**src/rtl/result_writeback.sv**
```systemverilog
// result_writeback: takes accumulator results over a valid/ready handshake and
// writes each one as little-endian bytes to consecutive memory addresses,
// starting at a programmable base. A one-cycle done pulse closes every vector
// of N_ROWS results.
//
// state   | meaning
// IDLE    | ready for the next result; config may load while no vector is open
// WRITE   | streaming bytes of acc_q to memory, one per accepted request
module result_writeback #(
  parameter int ADDR_WIDTH = 8,
  parameter int DATA_WIDTH = 8,
  parameter int ACC_WIDTH  = 32,
  parameter int N_ROWS     = 4
) (
  input  logic                  clk,
  input  logic                  rst,
  input  logic                  cfg_vld,
  input  logic [ADDR_WIDTH-1:0] cfg_y_base,
  input  logic                  res_vld,
  output logic                  res_rdy,
  input  logic [ACC_WIDTH-1:0]  res_data,
  output logic                  w_req_vld,
  input  logic                  w_req_rdy,
  output logic [ADDR_WIDTH-1:0] w_req_addr,
  output logic [DATA_WIDTH-1:0] w_req_data,
  output logic                  done,
  output logic                  busy
);

  localparam int BYTES = ACC_WIDTH / DATA_WIDTH;
  localparam int BW    = (BYTES > 1) ? $clog2(BYTES) : 1;
  localparam int RW    = (N_ROWS > 1) ? $clog2(N_ROWS) : 1;

  localparam logic [0:0] S_IDLE  = 1'b0;
  localparam logic [0:0] S_WRITE = 1'b1;

  localparam logic [BW-1:0] LAST_BYTE = BW'(BYTES - 1);
  localparam logic [RW-1:0] LAST_ROW  = RW'(N_ROWS - 1);

  logic [0:0]            state_q,    state_d;
  logic [RW-1:0]         row_cnt_q,  row_cnt_d;
  logic [BW-1:0]         byte_idx_q, byte_idx_d;
  logic [ACC_WIDTH-1:0]  acc_q,      acc_d;
  logic [ADDR_WIDTH-1:0] y_base_q,   y_base_d;
  logic                  done_q,     done_d;

  logic                  res_hs;
  logic [ADDR_WIDTH-1:0] row_off;
  logic [ADDR_WIDTH-1:0] wr_addr;
  logic [DATA_WIDTH-1:0] wr_byte;

  // res_rdy is held low while reset is asserted so no result slips in during abort
  assign res_rdy   = !rst && (state_q == S_IDLE);
  assign res_hs    = res_vld && res_rdy;
  assign busy      = (state_q != S_IDLE) || (row_cnt_q != '0);
  assign w_req_vld = (state_q == S_WRITE);
  assign done      = done_q;

  // Address arithmetic is truncated to ADDR_WIDTH, so it wraps past the top of memory
  assign row_off    = ADDR_WIDTH'(row_cnt_q) * ADDR_WIDTH'(BYTES);
  assign wr_addr    = y_base_q + row_off + ADDR_WIDTH'(byte_idx_q);
  assign wr_byte    = acc_q[int'(byte_idx_q) * DATA_WIDTH +: DATA_WIDTH];
  assign w_req_addr = w_req_vld ? wr_addr : '0;
  assign w_req_data = w_req_vld ? wr_byte : '0;

  // Next-state logic for sequencing, row/byte counters and base-address config
  always_comb begin
    state_d    = state_q;
    row_cnt_d  = row_cnt_q;
    byte_idx_d = byte_idx_q;
    acc_d      = acc_q;
    y_base_d   = y_base_q;
    done_d     = 1'b0;

    // A load in the same cycle as the first handshake of a vector lands before
    // the first byte is addressed, so the new base applies to that row.
    if (cfg_vld && !busy) begin
      y_base_d = cfg_y_base;
    end

    case (state_q)
      S_IDLE: begin
        if (res_hs) begin
          acc_d      = res_data;
          byte_idx_d = '0;
          state_d    = S_WRITE;
        end
      end
      S_WRITE: begin
        if (w_req_rdy) begin
          if (byte_idx_q == LAST_BYTE) begin
            byte_idx_d = '0;
            state_d    = S_IDLE;
            if (row_cnt_q == LAST_ROW) begin
              row_cnt_d = '0;
              done_d    = 1'b1;
            end else begin
              row_cnt_d = row_cnt_q + RW'(1);
            end
          end else begin
            byte_idx_d = byte_idx_q + BW'(1);
          end
        end
      end
      default: begin
        state_d = S_IDLE;
      end
    endcase
  end

  // State registers; asynchronous reset discards any partial vector
  always_ff @(posedge clk or posedge rst) begin
    if (rst) begin
      state_q    <= S_IDLE;
      row_cnt_q  <= '0;
      byte_idx_q <= '0;
      acc_q      <= '0;
      y_base_q   <= '0;
      done_q     <= 1'b0;
    end else begin
      state_q    <= state_d;
      row_cnt_q  <= row_cnt_d;
      byte_idx_q <= byte_idx_d;
      acc_q      <= acc_d;
      y_base_q   <= y_base_d;
      done_q     <= done_d;
    end
  end

endmodule
```
**config.mk**
```make
export PLATFORM = sky130hd
export DESIGN_NAME = result_writeback
export DESIGN_NICKNAME = d
export VERILOG_FILES = /design/src/rtl/result_writeback.sv
export SDC_FILE = /design/constraint.sdc
export NUM_CORES = 1
export LEC_CHECK = 0
export ABC_AREA = 0
export CORE_ASPECT_RATIO = 2
export CORE_UTILIZATION = 40
export DETAILED_ROUTE_END_ITERATION = 6
export GPL_ROUTABILITY_DRIVEN = 1
export PLACE_DENSITY_LB_ADDON = 0.12
export SLEW_MARGIN = 10
export SYNTH_ARGS = -nofsm -noshare
export SYNTH_HDL_FRONTEND = slang
export SYNTH_SLANG_ARGS = --single-unit
```
**constraint.sdc**
```tcl
create_clock -name clk -period 2.2 [get_ports clk]
set_clock_uncertainty 0.1 [all_clocks]
set_input_delay 0.44 -clock clk [delete_from_list [all_inputs] [get_ports clk]]
set_output_delay 0.44 -clock clk [all_outputs]
set_load 0.02 [all_outputs]
```
# ---- Word-level counts from Yosys, hierarchy flattened
# Cells that the tools add are included.
dict set report classes {
  add_sub_neg 4
  eq_ne 4
  n_bitwise 1
  n_mux 15
  n_shift 1
  n_reduce_logical 10
}
# cell count
set op_table {}
lappend op_table {{$shiftx 32x6->8} 1}
lappend op_table {{$mux 8} 2}
lappend op_table {{$add 8x2->8} 1}
lappend op_table {{$add 8x4->8} 1}
lappend op_table {{$mux 2} 4}
lappend op_table {{$mux 1} 7}
lappend op_table {{$add 2x1->2 const B} 2}
lappend op_table {{$eq 2x2->1 const B} 2}
lappend op_table {{$ne 2x2->1 const B} 2}
lappend op_table {{$pmux 2 s2} 1}
lappend op_table {{$reduce_and 2->1} 2}
lappend op_table {{$logic_and 1x1->1} 3}
lappend op_table {{$reduce_and 3->1} 1}
lappend op_table {{$logic_not 1->1} 2}
lappend op_table {{$pmux 1 s2} 1}
lappend op_table {{$reduce_bool 2->1} 1}
lappend op_table {{$logic_or 1x1->1} 1}
lappend op_table {{$not 1->1} 1}
dict set report word_totals {
  wordCells 41
  input_bits 45
  output_inout_bits 20
  register_bits 46
}

# ---- Depth between registers and ports, before layout
dict set report logic_depth {
  depth_word 5
  depth_mapped 6
  ltp_nobuf 6
}

# ---- Worst setup path before layout
# No wires, ideal clock.
dict set report synth_timing {
  path_kind {reg2out}
  start {register byte_idx_q[0]}
  end {output port w_req_addr[6]}
  path_stages_with_launch 7
  slack_ns -0.097
  arrival_ns 1.757
  path_buffers 0
  t_required_ns 1.660
  path_cell_list {dfrtp_1 -> ha_1 -> fa_1 -> a211o_1 -> o2111ai_1 -> xnor2_1 -> and2_1}
}
dict set report synth_between {
  elab_chain_len 2
}
# element line_no
set synth_lines {}
lappend synth_lines {{start: declaration} 42} ;# logic [BW-1:0] byte_idx_q, byte_idx_d;
lappend synth_lines {{start signal: assignment} 123} ;# byte_idx_q <= byte_idx_d;
lappend synth_lines {{$add 8x2->8} 61} ;# assign wr_addr = y_base_q + row_off + ADDR_WIDTH'(byte_idx_q);
lappend synth_lines {{$mux 8} 63} ;# assign w_req_addr = w_req_vld ? wr_addr : '0;
lappend synth_lines {{end: declaration} 24} ;# output logic [ADDR_WIDTH-1:0] w_req_addr,
# Every way passes these cells.

# ---- Worst setup path in the final report
# Ends and elaborated chain as after synthesis.

==> impl_metrics.ini <==
[floorplanning]
die_h_um = 112
die_width_um = 56.9
pin_count = 65
core_um2 = 5760
row_count = 39
die_area_um2 = 6370
start_util = 0.419

[sta]
fin_crit_ns = 2.61
slew_headroom = 0.676
hold_slack_ns = 0.412
finalCritPeriodShare = 1.19
tightest_slew_ns = 0.485
fmax_mhz = 383
rsz0062_at_grt = yes
hold_violations = 0
slew_viol_final = 0
setup_violations = 14
finalWorstSetupSlack_ns = -0.412

[synth]
syn_nets = 221
yosysWarnings = 0
ys_ff_latch = 46
ys_seq_area_frac = 0.477
syn_avg_cell_area_um2 = 14.4
ys_types = 33
synth_edf_count = 0
synth_ff_type = dfrtp_1
syn_area_um2 = 2410
ys_async_sr_fraction = 1.00
netlist_instances = 168

[critical_path]
ff2ff_path_depth = 6
crit_path_max_fanout = 3
crit_type = flop to output pin
rr_startpoint = byte_idx_q[1]$_DFFE_PP0P_
r2r_setup_slack_ns = 0.43
worstSetupEndpointType = output pin
r2r-end = row_cnt_q[1]$_DFFE_PP0P_
startpoint_type = flop
arrival_ns = 2.07
critPathRequiredTime_ns = 1.66

[layout]
final-seq-area_um2 = 1150
layout_common_cells = clkdlybuf4s50_1, dfrtp_1, mux2_4, buf_6, buf_4
syn_to_final_growth_pct = 51.2
multi_input_area_um2 = 1260
num_antenna_cells = 0
final_common_cell = clkdlybuf4s50_1
finalNetCount = 313
utilization = 0.634
fill_cells = 451
drive_gt1_frac = 0.483

[placed_design]
preCtsSetupSlack_ns = -0.567
portBuffers = 64
post-dp-hpwl_mm = 4.13
gp_congestion = 0.939

[grt]
grt_first_pass_wirelength_mm = 9.67
antenna_found_initial = 0
grt_pass1_vias = 1965
track_usage = 0.200
grt_max_degree = 27
grt_overflow = 0

[clock_tree]
cts.sinks = 46
worstSkewPairLatency_ns = 0.29
cts_buffer_depth = 2
cts_tree = yes
numCtsBuffers = 5
htreeDepth = 2
cts_root_buffer = clkbuf_16
cts_hold_buf = 0
path_clk_slew_ns = 0.07

[power_and_ir_drop]
power_leakage_nw = 1.64
peakVddDrop_v = 0.000685
powerDensity_nw_per_um2 = 1650
p_total_mw = 6.01

[min_path]
hp-class = flop to flop
hold_depth = 1
min_from = acc_q[24]$_DFFE_PP0P_
hold_end = acc_q[24]$_DFFE_PP0P_

[run_status]
outcome = complete, but fails checks
violations = DRC, setup timing

[routing]
viasPerCell = 5.15
drtPass1Iterations = 7
drtIter0Drc = 89
avgRoutedWirePerCell_um = 18.0
drtAntennaViolNets = 0
routed_wl_mm = 5.78
drc_errors = 6
routed-via-count = 1658

[flow_run]
maxCapViolations = 0
state kept, by name, summed over array words and instances (netlist names):
register and count:
acc_q 32, byte_idx_q 2, done 1, row_cnt_q 2, w_req_vld 1, y_base_q 8
cell usage after synthesis, types with 2 or more instances:
cell type / n / area [µm²]
dfrtp_1: 46 / 1150
mux2_4: 27 / 405
mux2_2: 14 / 158
and2_1: 13 / 81.3
mux4_2: 8 / 180
ha_1: 7 / 87.6
inv_1: 5 / 18.8
a21o_1: 4 / 30.0
nand2_1: 4 / 15.0
nand3_1: 4 / 20.0
o21ai_0: 4 / 20.0
clkbuf_1: 3 / 11.3
nor2_1: 3 / 11.3
a211oi_1: 2 / 15.0
a21oi_1: 2 / 10.0
buf_2: 2 / 10.0
buf_6: 2 / 22.5
buf_8: 2 / 30.0
xnor2_1: 2 / 17.5
where the power goes:
group          total, mW  internal (mW)  leakage, nW  switching, mW
Clock              0.765          0.427       0.0704          0.338
Combinational       3.67           2.22         1.02           1.45
Sequential          1.58           1.27        0.548          0.306
Total               6.01           3.92         1.64           2.09
logic make-up (layout without fill, tap and decap cells):
logic type	after synthesis	in the layout	synth area share
multiplexers	49	49	0.308
flip-flops	46	46	0.477
AND/OR/NAND/NOR	31	31	0.0736
AO/OA/AOI/OAI	17	17	0.0482
buffers and inverters	14	107	0.0383
adder cells (fa/ha/maj)	8	8	0.0446
XOR/XNOR	3	3	0.0109
area by class of cell:
class                           count  share of cell area
Clock inverter                      3             0.00685
Inverter                            5             0.00514
Timing Repair Buffer               94               0.271
Sequential cell                    46               0.316
Tap cell                           61              0.0209
Multi-Input combinational cell    108               0.346
Clock buffer                        5              0.0343
stage by stage:
stage / std cells / setup TNS, ns / cell area, µm²
after floorplan: 168 / 0 / 2420
after global placement: 302 / -3.80 / 3240
after detailed placement: 302 / -4.38 / 3240
after CTS: 317 / -2.61 / 3530
after global routing: 322 / -3.68 / 3650
final: 322 / -2.67 / 3650
timing repair:
action | 4_1_cts | 5_1_grt
setup endpoints to repair | 17 | 16
pin swaps | 6 | 9
gates resized for setup | 101 | 27
buffers inserted | 7 | 8
metal layers:
metal,part of all wire,vias up,global-route usage
li1,-,781,-
met1,0.36,821,0.210
met2,0.59,47,0.373
met3,0.037,9,0.0348
met4,0.014,0,0.0927
met5,0,-,0
worst max-delay path: stages (launching register included):
cell	delay, ns
dfrtp_1	0.40
ha_2	0.21
fa_2	0.36
a211o_1	0.29
o2111ai_2	0.10
xnor2_1	0.15
and2_4	0.17
buf_6	0.10
worst max path at each step:
stage | start | to | slack (ns) | cells past startpoint
floorplan | byte_idx_q[0]$_DFFE_PP0P_ | w_req_addr[6] | 0.01 | 6
global placement | byte_idx_q[0]$_DFFE_PP0P_ | w_req_addr[6] | -0.53 | 7
detailed placement | byte_idx_q[0]$_DFFE_PP0P_ | w_req_addr[6] | -0.57 | 7
CTS | byte_idx_q[0]$_DFFE_PP0P_ | w_req_addr[6] | -0.36 | 7
global route | byte_idx_q[0]$_DFFE_PP0P_ | w_req_addr[6] | -0.47 | 7
finish | byte_idx_q[0]$_DFFE_PP0P_ | w_req_addr[6] | -0.41 | 7
Power figures use the tool's default switching activity.
